### config.mk
export PLATFORM = sky130hd
export DESIGN_NAME = matrix_unloader_flat
export DESIGN_NICKNAME = d
export VERILOG_FILES = /design/src/rtl/mm_pkg.sv /design/src/rtl/matrix_unloader_if.sv /design/src/rtl/matrix_unloader_idx.sv /design/src/rtl/matrix_unloader.sv /design/src/flat_wrapper.sv
export SDC_FILE = /design/constraint.sdc
export NUM_CORES = 1
export LEC_CHECK = 0
export ABC_CLOCK_PERIOD_IN_PS = 14250
export CORE_MARGIN = 2
export CORE_UTILIZATION = 40
export CTS_CLUSTER_SIZE = 24
export DETAILED_ROUTE_END_ITERATION = 8
export PLACE_DENSITY = 0.77
export SLEW_MARGIN = 20
export SYNTH_ARGS = -nofsm -noshare
export SYNTH_HDL_FRONTEND = slang
export SYNTH_HIERARCHICAL = 1
export SYNTH_SLANG_ARGS = --single-unit
### constraint.sdc
create_clock -name clk -period 14.25 [get_ports clk]
set_clock_uncertainty 0.2 [all_clocks]
set_input_delay 2.1375 -clock clk [delete_from_list [all_inputs] [get_ports clk]]
set_output_delay 2.1375 -clock clk [all_outputs]
set_load 0.005 [all_outputs]
### src/rtl/mm_pkg.sv
`default_nettype none
// ============================================================================
// Module      : mm_pkg
// Description : Shared constants and types for the matrix unloader block:
//               default element width and matrix dimension, the unloader
//               state encoding and a coordinate-width helper.
// Revision    : 1.0 - initial release
// ============================================================================
package mm_pkg;

    localparam int MM_W = 32;
    localparam int MM_N = 4;

    // Unloader control states
    typedef enum logic [1:0] {
        ST_IDLE   = 2'd0,
        ST_STREAM = 2'd1,
        ST_FINISH = 2'd2
    } unl_state_t;

    // Width of a coordinate counter for an n-entry axis (never below 1 bit)
    function automatic int idx_width(input int n);
        return (n > 1) ? $clog2(n) : 1;
    endfunction

endpackage
`default_nettype wire

### src/rtl/matrix_unloader_if.sv
`default_nettype none
// ============================================================================
// Module      : matrix_unloader_if
// Description : Element stream bus of the matrix unloader. The master drives
//               one element per transfer together with its coordinates and a
//               last marker; the slave accepts with out_ready.
// Revision    : 1.0 - initial release
// ============================================================================
interface matrix_unloader_if
    import mm_pkg::*;
#(
    parameter int W = MM_W,
    parameter int N = MM_N
);

    logic [W-1:0]            out_data;
    logic                    out_valid;
    logic                    out_ready;
    logic [idx_width(N)-1:0] out_row;
    logic [idx_width(N)-1:0] out_col;
    logic                    out_last;

    modport master (
        output out_data,
        output out_valid,
        output out_row,
        output out_col,
        output out_last,
        input  out_ready
    );

    modport slave (
        input  out_data,
        input  out_valid,
        input  out_row,
        input  out_col,
        input  out_last,
        output out_ready
    );

endinterface
`default_nettype wire

### src/rtl/matrix_unloader_idx.sv
`default_nettype none
// ============================================================================
// Module      : matrix_unloader_idx
// Description : Element coordinate generator for the matrix unloader.
//               clear returns to (0,0); advance steps to the next element.
//               Default order is row-major. With MATRIX_UNLOADER_BLOCK_ORDER_EN
//               defined, BLK x BLK tiles are visited in row-major tile order
//               with row-major order inside each tile.
//               Stepping past the final element wraps to (0,0).
// Revision    : 1.0 - initial release
// ============================================================================
module matrix_unloader_idx
    import mm_pkg::*;
#(
    parameter int N = MM_N
`ifdef MATRIX_UNLOADER_BLOCK_ORDER_EN
    ,
    parameter int BLK = 2
`endif
) (
    input  wire logic                    clk,
    input  wire logic                    rst_n,
    input  wire logic                    clear,
    input  wire logic                    advance,
    output logic [idx_width(N)-1:0]      row,
    output logic [idx_width(N)-1:0]      col,
    output logic                         last
);

    localparam int RW = idx_width(N);
    localparam logic [RW-1:0] COORD_MAX = RW'(N - 1);

    logic [RW-1:0] r_row;
    logic [RW-1:0] r_col;

    assign row  = r_row;
    assign col  = r_col;
    assign last = (r_row == COORD_MAX) && (r_col == COORD_MAX);

`ifdef MATRIX_UNLOADER_BLOCK_ORDER_EN
    localparam int BW = idx_width(BLK);
    localparam logic [BW-1:0] IN_MAX = BW'(BLK - 1);
    localparam logic [RW-1:0] BACK   = RW'(BLK - 1);

    // Position inside the current tile
    logic [BW-1:0] r_in_r;
    logic [BW-1:0] r_in_c;

    // Tile-ordered walk: sweep a tile row, drop to the next tile row,
    // then jump to the next tile to the right or to the next tile band
    always_ff @(posedge clk or negedge rst_n) begin
        if (!rst_n) begin
            r_row  <= '0;
            r_col  <= '0;
            r_in_r <= '0;
            r_in_c <= '0;
        end else if (clear || (advance && last)) begin
            r_row  <= '0;
            r_col  <= '0;
            r_in_r <= '0;
            r_in_c <= '0;
        end else if (advance) begin
            if (r_in_c != IN_MAX) begin
                r_in_c <= r_in_c + BW'(1);
                r_col  <= r_col + RW'(1);
            end else begin
                r_in_c <= '0;
                if (r_in_r != IN_MAX) begin
                    r_in_r <= r_in_r + BW'(1);
                    r_row  <= r_row + RW'(1);
                    r_col  <= r_col - BACK;
                end else begin
                    r_in_r <= '0;
                    if (r_col == COORD_MAX) begin
                        r_col <= '0;
                        r_row <= r_row + RW'(1);
                    end else begin
                        r_col <= r_col + RW'(1);
                        r_row <= r_row - BACK;
                    end
                end
            end
        end
    end
`else
    // Row-major walk: column first, wrap to the next row at the right edge
    always_ff @(posedge clk or negedge rst_n) begin
        if (!rst_n) begin
            r_row <= '0;
            r_col <= '0;
        end else if (clear || (advance && last)) begin
            r_row <= '0;
            r_col <= '0;
        end else if (advance) begin
            if (r_col == COORD_MAX) begin
                r_col <= '0;
                r_row <= r_row + RW'(1);
            end else begin
                r_col <= r_col + RW'(1);
            end
        end
    end
`endif

endmodule
`default_nettype wire

### src/rtl/matrix_unloader.sv
`default_nettype none
// ============================================================================
// Module      : matrix_unloader
// Description : Captures an N x N matrix of W-bit elements on start and
//               streams it out one element per accepted transfer with
//               valid/ready handshaking, coordinates, a last marker, a
//               done pulse and a modulo-2^W checksum of emitted elements.
//               Optional build macro MATRIX_UNLOADER_BLOCK_ORDER_EN selects
//               BLK x BLK tiled emission order instead of row-major.
// Revision    : 1.0 - initial release
// ============================================================================
module matrix_unloader
    import mm_pkg::*;
#(
    parameter int N   = MM_N,
    parameter int W   = MM_W,
    parameter int BLK = 2
) (
    input  wire logic              clk,
    input  wire logic              rst_n,
    input  wire logic              start,
    input  wire logic [W*N*N-1:0]  mat_in,
    matrix_unloader_if.master      out_if,
    output logic                   busy,
    output logic                   done,
    output logic [W-1:0]           checksum
);

    localparam int RW = idx_width(N);
    // A capture is only honoured when the tile size divides the matrix
    localparam bit TILING_OK = (BLK > 0) && ((N % BLK) == 0);

    unl_state_t        r_state;
    logic [W*N*N-1:0]  r_buf;
    logic              r_valid;
    logic              r_busy;
    logic              r_done;
    logic [W-1:0]      r_sum;

    logic [RW-1:0]     w_row;
    logic [RW-1:0]     w_col;
    logic              w_last;
    logic [31:0]       w_sel;
    logic [W-1:0]      w_elem;
    logic              w_go;
    logic              w_xfer;

    assign w_go   = (r_state == ST_IDLE) && start && TILING_OK;
    assign w_xfer = r_valid && out_if.out_ready;

    // Flat element number of the current coordinate inside the buffer
    assign w_sel  = 32'(w_row) * 32'(N) + 32'(w_col);
    assign w_elem = r_buf[w_sel*W +: W];

    matrix_unloader_idx #(
        .N   (N)
`ifdef MATRIX_UNLOADER_BLOCK_ORDER_EN
        ,
        .BLK (BLK)
`endif
    ) u_idx (
        .clk     (clk),
        .rst_n   (rst_n),
        .clear   (w_go),
        .advance (w_xfer),
        .row     (w_row),
        .col     (w_col),
        .last    (w_last)
    );

    // Control FSM: capture on start, stream until the last element is taken,
    // then one FINISH cycle carrying the done pulse
    always_ff @(posedge clk or negedge rst_n) begin
        if (!rst_n) begin
            r_state <= ST_IDLE;
            r_buf   <= '0;
            r_valid <= 1'b0;
            r_busy  <= 1'b0;
            r_done  <= 1'b0;
            r_sum   <= '0;
        end else begin
            case (r_state)
                ST_IDLE: begin
                    r_done <= 1'b0;
                    if (w_go) begin
                        r_buf   <= mat_in;
                        r_sum   <= '0;
                        r_valid <= 1'b1;
                        r_busy  <= 1'b1;
                        r_state <= ST_STREAM;
                    end
                end
                ST_STREAM: begin
                    if (w_xfer) begin
                        r_sum <= r_sum + w_elem;
                        if (w_last) begin
                            r_valid <= 1'b0;
                            r_done  <= 1'b1;
                            r_state <= ST_FINISH;
                        end
                    end
                end
                ST_FINISH: begin
                    r_done  <= 1'b0;
                    r_busy  <= 1'b0;
                    r_state <= ST_IDLE;
                end
                default: begin
                    r_valid <= 1'b0;
                    r_busy  <= 1'b0;
                    r_done  <= 1'b0;
                    r_state <= ST_IDLE;
                end
            endcase
        end
    end

    // Data is forced to zero whenever nothing is being presented
    assign out_if.out_data  = r_valid ? w_elem : '0;
    assign out_if.out_valid = r_valid;
    assign out_if.out_row   = w_row;
    assign out_if.out_col   = w_col;
    assign out_if.out_last  = r_valid && w_last;

    assign busy     = r_busy;
    assign done     = r_done;
    assign checksum = r_sum;

endmodule
`default_nettype wire
### src/flat_wrapper.sv
// flat-port wrapper written by rule: the top's interface ports become plain ports
module matrix_unloader_flat import mm_pkg::*;
#(
    parameter int N   = MM_N,
    parameter int W   = MM_W,
    parameter int BLK = 2
)
  (clk, rst_n, start, mat_in, busy, done, checksum, out_if_out_data, out_if_out_valid, out_if_out_row, out_if_out_col, out_if_out_last, out_if_out_ready);
  matrix_unloader_if #(.W(W), .N(N)) out_if_i ();
  input  wire logic clk;
  input  wire logic rst_n;
  input  wire logic start;
  input  wire logic [W*N*N-1:0] mat_in;
  output logic busy;
  output logic done;
  output logic [W-1:0] checksum;
  output wire logic [$bits(out_if_i.out_data)-1:0] out_if_out_data;
  output wire logic [$bits(out_if_i.out_valid)-1:0] out_if_out_valid;
  output wire logic [$bits(out_if_i.out_row)-1:0] out_if_out_row;
  output wire logic [$bits(out_if_i.out_col)-1:0] out_if_out_col;
  output wire logic [$bits(out_if_i.out_last)-1:0] out_if_out_last;
  input wire logic [$bits(out_if_i.out_ready)-1:0] out_if_out_ready;
  assign out_if_out_data = out_if_i.out_data;
  assign out_if_out_valid = out_if_i.out_valid;
  assign out_if_out_row = out_if_i.out_row;
  assign out_if_out_col = out_if_i.out_col;
  assign out_if_out_last = out_if_i.out_last;
  assign out_if_i.out_ready = out_if_out_ready;
  matrix_unloader #(.N(N), .W(W), .BLK(BLK)) u_core (.clk(clk), .rst_n(rst_n), .start(start), .mat_in(mat_in), .out_if(out_if_i), .busy(busy), .done(done), .checksum(checksum));
endmodule
==> reports/metrics.yaml, run 1 <==
outcome: "complete, no violations"
wirelength_um: 88600
core_mm2: 0.0647
finalCritPeriodShare_pct: 49.7
die_y_um: 260
crit_chain: "buf_4 -> buf_4 -> mux4_2 -> mux4_2 -> and2_1 -> clkdlybuf4s50_1"
synth_edf_count: 0
syn_inst: 2776
clockPowerShare_pct: 48.8
synthesis.area_mm2: 0.0262
antenna_found_initial: 33
whs_ns: 0.270
setup_viol: 0
cts_tree: "yes"
yosys.area.top_type_share_pct: 52.7
combPwrFrac_pct: 5.3
drive_above_1_share_pct: 9.01
dp.cells: 4077
viasPerCell: 5.28
clk_pin_slew_worst_paths_ns: 0.06
hp-class: "flop to flop"
synth.distinct_cells: 62
min_period_ns: 7.08
crit_buf_inv: 3
power.switching_uw: 718
critPathCaptureType: "primary output"
path_max_fanout: 62
seq_area_frac_synth_pct: 52.7
synthFlopType: "dfrtp_1"
cp_slowest_stage_delay_ns: 0.88
initial_core_util_pct: 40.6
synth.area.top_cells: "dfrtp_1 (53%), nand2_1 (23%), mux4_2 (14%), clkbuf_1 (2.0%), ha_1 (1.6%)"
nNetsFinal: 3833
cts_made_buffers: 59
relSlewSlack_pct: 26.2
yosysWarningCount: 6
cp-start-kind: "flop"
cts_hold_buf: 0
post-place-ws_ns: 7.76
clock_sinks: 553
final_cells: 4207
slew_violations: 0
gp_congestion: 0.911
cts_root_buf: "clkbuf_16"
synth_largest_area_cell: "dfrtp_1"
grt_max_degree: 176
dieArea_mm2: 0.0677
syn_area_per_cell_um2: 9.45
hpwl_um: 64200
drv_cap: 0
initialDrtViolationCount: 2217
p_sw_share_pct: 21.0
crit_family: "buffers and inverters"
vias: 22200
path_class: "flop to primary output"
tns_ns: 0
wl_per_cell_um: 21.0
portBuffers: 587
drt_pass1_iterations: 7
die_w_um: 260
synth_seq_cells: 553
hold_viol: 0
cts.path.max_buffers: 3
grt_usage_pct: 26.0
h-tree-depth: 2
grt_overflow_total: 0
ios: 588
drc: 0
worst_slew_pin_slew_ns: 1.11
cpMaxStageDelayCell: "buf_4"
post_cts_buffers: 0
ir_drop_uv: 83.8
ant_nets: 0
p_int_mw: 2.70
clk_latency_ns: 0.61
setup_ws_ns: 7.17
cp.arrival_ns: 4.74
seq_power_share_pct: 45.9
rsz0062_at_grt: "false"
synth_nets: 3326
grt_pass1_vias: 22100
p_leak_nw: 17.3
nFillCells: 5675
crit_required_ns: 11.91
cts_resized: 0
syn_to_final_growth_pct: 33.2
max_freq_mhz: 141
grt_pass1_wl_um: 133000
num_rows: 93
ys_async_sr_fraction_pct: 100
power_mw: 3.42
p_per_area_mw_per_mm2: 97.9
registers in the layout, summed over array words and instances, names as in the netlist:
name                     cells
u_core/r_state               2
u_core/checksum             32
u_core/r_buf               512
u_core/busy                  1
u_core/out_if.out_valid      1
u_core/done                  1
u_core/u_idx/col             2
u_core/u_idx/row             2
synth_stat cells, drive strengths merged, types with 3 or more instances:
| cell type | number |
|---|---|
| and2 | 37 |
| nand3 | 9 |
| o21a | 6 |
| nand4 | 8 |
| mux4 | 160 |
| nand2 | 1587 |
| a211oi | 4 |
| o21ai | 35 |
| a21oi | 36 |
| clkbuf | 144 |
| or3 | 3 |
| o2111ai | 3 |
| ha | 33 |
| nor3b | 4 |
| a21boi | 3 |
| nand2b | 4 |
| a32o | 3 |
| mux2i | 4 |
| o31ai | 7 |
| o211ai | 3 |
| nand3b | 4 |
| inv | 12 |
| a21o | 14 |
| xor2 | 11 |
| a31oi | 5 |
| nor2b | 5 |
| and3 | 4 |
| dfrtp | 553 |
| buf | 21 |
| nor2 | 21 |
| xnor2 | 6 |
power by group through the flow:
stage / logic, mW / clock network, mW / registers (mW)
floorplan: 0.00160 / 0 / 1.60
global placement: 0.185 / 0 / 1.60
detailed placement: 0.184 / 0 / 1.60
CTS: 0.186 / 1.70 / 1.57
global route: 0.196 / 1.76 / 1.57
finish: 0.183 / 1.67 / 1.57
cell usage in the layout, fill, tap and decap left out, types with 3 or more instances in the layout:
cell type        count
nand2_1           1586
o2111ai_1            3
o21a_1               6
clkdlybuf4s50_1    586
ha_1                33
o31ai_1              6
a211oi_1             4
buf_4               23
bufinv_16           11
clkbuf_1             6
mux4_2             159
nand2b_1             4
mux2i_1              4
and2_1              36
clkbuf_16           59
o21ai_0             16
xnor2_1              6
diode_2             22
clkbuf_8             9
xor2_1              11
nand3_1              9
dfrtp_1            549
nor2b_1              5
clkinvlp_4           7
o21ai_1             19
a31oi_1              5
a32o_1               3
a21o_1              14
clkinv_2            10
nand4_1              8
nor2_1              20
o211ai_1             3
inv_1               10
and3_1               4
or3_1                3
a21oi_1             34
clkinv_4             4
nand3b_1             4
nor3b_1              4
stage by stage:
step,instance area [um2],util (%)
3_3_place_gp,32800,50.7
5_1_grt,34900,54.0
3_5_place_dp,32800,50.7
6_report,34900,54.0
4_1_cts,34900,53.9
2_1_floorplan,26200,-
routing by layer:
metal	up-vias	share of wire (%)	global-route usage, %
met1	10900	42	37.2
met3	168	9.5	6.37
li1	10100	-	-
met4	12	3.1	9.22
met2	1092	45	38.5
met5	-	0.090	0
path summary, 6_finish.rpt:
check                           cells after the start  slack (ns)             endpoint                 from
worst max-delay path                                6        7.17  out_if_out_data[31]  u_core/u_idx/col[1]
worst min-delay path                                2        0.27     u_core/r_buf[95]     u_core/r_buf[95]
worst max register to register                     14        8.15  u_core/checksum[28]  u_core/u_idx/col[0]
worst min register to register                      2        0.27     u_core/r_buf[95]     u_core/r_buf[95]
max in group asynchronous                           3       10.10    u_core/r_buf[498]                rst_n
min in group asynchronous                           1        1.38      u_core/r_buf[2]                rst_n
kinds of logic (layout without fill, tap and decap cells):
kind of cell    after synthesis  after routing  share of synthesized area [%]
flops                       553            553                           52.7
buf+inv                     177            731                           2.60
fa+ha+maj                    34             34                           1.65
other cells                   0             22                              0
mux                         164            164                           13.9
xor+xnor                     17             17                          0.567
compound gates              134            134                           3.28
simple gates               1697           1697                           25.3
area by class of cell:
class	count	area [um2]	share of cell area, %
Inverter	12	52.6	0.150
Clock inverter	34	497	1.42
Tap cell	855	1070	3.06
Antenna cell	22	55.1	0.158
Sequential cell	553	13800	39.6
Clock buffer	74	1620	4.64
Timing Repair Buffer	611	6070	17.4
Multi-Input combinational cell	2046	11700	33.6
worst register-to-register path, delay by kind of cell, from the launching register on:
family / cells / cell delay [ns]
buf+inv: 2 / 0.92
flops: 1 / 0.83
simple gates: 1 / 0.21
fa+ha+maj: 2 / 0.42
mux: 2 / 1.33
compound gates: 7 / 2.05
Power figures use the tool's default switching activity.
==> run 2, diff against run 1 <==
--- a/config.mk
+++ b/config.mk
@@ -5,7 +5,7 @@
 export SDC_FILE = /design/constraint.sdc
 export NUM_CORES = 1
 export LEC_CHECK = 0
-export ABC_CLOCK_PERIOD_IN_PS = 14250
+export ABC_CLOCK_PERIOD_IN_PS = 6550
 export CORE_MARGIN = 2
 export CORE_UTILIZATION = 40
 export CTS_CLUSTER_SIZE = 24
==> constraint.sdc (replaced) <==
create_clock -name clk -period 6.55 [get_ports clk]
set_clock_uncertainty 0.2 [all_clocks]
set_input_delay 0.9825 -clock clk [delete_from_list [all_inputs] [get_ports clk]]
set_output_delay 0.9825 -clock clk [all_outputs]
set_load 0.005 [all_outputs]
==> run 2 against run 1 <==
Against the previous run: sequential power up 120%; final cell count down 0.36%; count of clock-buffer cells in the layout is 12 higher; via count up 0.18%; flip-flop and latch count is the same; clock power grew 89%.
==> reports/metrics.yaml, run 2 (same netlist as run 1, synthesis figures left out) <==
outcome: "complete, no violations"  # unchanged
tns_ns: 0  # unchanged
cp.arrival_ns: 5.53  # was 4.74 ns
cpMaxStageDelayCell: "dfrtp_4"  # was buf_4
syn_to_final_growth_pct: 32.2  # was 33.2%
wl_per_cell_um: 21.8  # was 21.0 um
gp_congestion: 0.943  # was 0.911
wirelength_um: 91500  # was 88600 um
hold_viol: 0  # unchanged
grt_overflow_total: 0  # unchanged
grt_pass1_wl_um: 135000  # was 133000 um
p_leak_nw: 17.2  # was 17.3 nW
seq_power_share_pct: 49.1  # was 45.9%
ios: 588  # unchanged
nNetsFinal: 3838  # was 3833
post_cts_buffers: 0  # unchanged
drt_pass1_iterations: 5  # was 7
final_common_cell: "nand2_1"  # unchanged
crit_buf_inv: 1  # was 3
p_sw_share_pct: 21.7  # was 21.0%
die_w_um: 260  # unchanged
final_cell_mix: "nand2_1 (1586), clkdlybuf4s50_1 (586), dfrtp_1 (549)"  # unchanged
drc: 0  # unchanged
cts.path.max_buffers: 3  # unchanged
largest_reg_flops: 512  # unchanged
path_class: "flop to flop"  # was flop to primary output
cts_tree: "yes"  # unchanged
hpwl_um: 67700  # was 64200 um
hp-class: "input pin to async pin"  # was flop to flop
grt_max_degree: 221  # was 176
h-tree-depth: 2  # unchanged
cts_root_buf: "clkbuf_16"  # unchanged
post-place-ws_ns: 1.34  # was 7.76 ns
cpMostUsedCell: "mux4_2"
portBuffers: 587  # unchanged
cts_resized: 0  # unchanged
num_rows: 93  # unchanged
viasPerCell: 5.31  # was 5.28
clk_pin_slew_worst_paths_ns: 0.06  # about the same
crit_family: "compound AO/OA/AOI/OAI gates"  # was buffers and inverters
fin_area_mm2: 0.0347  # was 0.0349 mm2
relSlewSlack_pct: 21.6  # was 26.2%
finalCritPeriodShare_pct: 80.0
rsz0062_at_grt: "false"  # unchanged
setup_viol: 0  # unchanged
power_mw: 6.96  # was 3.42 mW
clock_sinks: 553  # unchanged
ant_nets: 0  # unchanged
cts_made_buffers: 58  # was 59
dieArea_mm2: 0.0677  # unchanged
grt_usage_pct: 26.8  # was 26.0%
p_per_area_mw_per_mm2: 201  # was 97.9 mW/mm2
path_max_fanout: 26  # was 62
combPwrFrac_pct: 5.7  # was 5.3%
initialDrtViolationCount: 2541  # was 2217
placed_area_mm2: 0.0329  # was 0.0328 mm2
cp_slowest_stage_delay_ns: 0.79  # was 0.88 ns
core_mm2: 0.0647  # unchanged
clk_latency_ns: 0.62  # was 0.61 ns
cts_hold_buf: 0  # unchanged
initial_core_util_pct: 40.6  # unchanged
crit_required_ns: 6.84  # was 11.91 ns
critPathCaptureType: "flop"  # was primary output
max_freq_mhz: 191
die_y_um: 260  # unchanged
ir_drop_uv: 178  # was 83.8 uV
registers.top_by_ff_count: "u_core/r_buf"  # unchanged
drive_above_1_share_pct: 8.71  # was 9.01%
min_period_ns: 5.24
setup_ws_ns: 1.31  # was 7.17 ns
crit_chain: "buf_4 -> mux4_2 -> mux4_2 -> ha_1 -> and2b_1 -> o31ai_1 -> a21oi_2 -> a31oi_1 -> o21ai_1 -> o22ai_1 -> o21a_1 -> o211ai_1"  # was buf_4 -> buf_4 -> mux4_2 -> mux4_2 -> and2_1 -> clkdlybuf4s50_1
vias: 22200  # about the same
antenna_found_initial: 14  # was 33
slew_violations: 0  # unchanged
drv_cap: 0  # unchanged
grt_pass1_vias: 21400  # was 22100
cp-start-kind: "flop"  # unchanged
clockPowerShare_pct: 45.2  # was 48.8%
worst_slew_pin_slew_ns: 1.18  # was 1.11 ns
p_int_mw: 5.45  # was 2.70 mW
power.switching_mw: 1.51  # was 718 uW
==> run 2: changes by cell type in the layout (fill, tap and decap cells not counted), sizes merged <==
cell,before,now
diode,22,7
clkbuf,74,86
bufinv,11,0
clkinvlp,7,0
buf,25,31
clkinv,14,13
inv,14,15
==> run 2: metal layers <==
layer / part of all wire (%) / global-route usage, %
met4: 3.1 / 8.95
met2: 43 / 37.9
met1: 45 / 41.0
met5: 0.028 / 0
met3: 9.1 / 5.28
==> run 2: metrics by stage <==
step	std cells	utilization, %	hold WS [ns]
after CTS	4185	53.6	0.271
after global routing	4191	53.6	0.287
after detailed placement	4083	50.8	0.256
after floorplan	2776	-	0.237
final	4192	53.6	0.224
after global placement	4083	50.8	0.253
==> run 2: power by group through the flow <==
stage	Clock, mW	Sequential [mW]	Combinational (mW)
6_report	3.15	3.42	0.400
5_1_grt	3.35	3.41	0.429
4_1_cts	3.20	3.42	0.406
3_5_place_dp	0	3.48	0.403
3_3_place_gp	0	3.48	0.403
2_1_floorplan	0	3.48	0.00348
==> run 2: final timing paths <==
check                                    start  slack, ns  depth (start not counted)                   to
max                        u_core/u_idx/col[0]       1.31                         12  u_core/checksum[24]
min                                      rst_n       0.22                          1     u_core/r_buf[71]
max reg2reg                u_core/u_idx/col[0]       1.31                         12  u_core/checksum[24]
min reg2reg                  u_core/r_buf[491]       0.27                          2    u_core/r_buf[491]
max in group asynchronous                rst_n       4.50                          2    u_core/r_buf[472]
min in group clk             u_core/r_buf[491]       0.27                          2    u_core/r_buf[491]
==> run 2: layout make-up <==
| type | count | area [um2] |
|---|---|---|
| repair buffers | 617 | 6190 |
| fillers | 5717 | 30000 |
| clock inverters | 16 | 106 |
| well taps | 855 | 1070 |
| inverters | 12 | 52.6 |
| clock buffers | 86 | 1680 |
| flip-flops and latches | 553 | 13800 |
| multi-input cells | 2046 | 11700 |
| diodes | 7 | 17.5 |
==> run 2: worst reg2reg max path: stages, from the launching register on <==
cell and delay, ns:
dfrtp_4 0.79, buf_4 0.45, mux4_2 0.60, mux4_2 0.50, ha_1 0.33, and2b_1 0.20
o31ai_1 0.44, a21oi_2 0.16, a31oi_1 0.48, o21ai_1 0.20, o22ai_1 0.48, o21a_1 0.21
o211ai_1 0.09
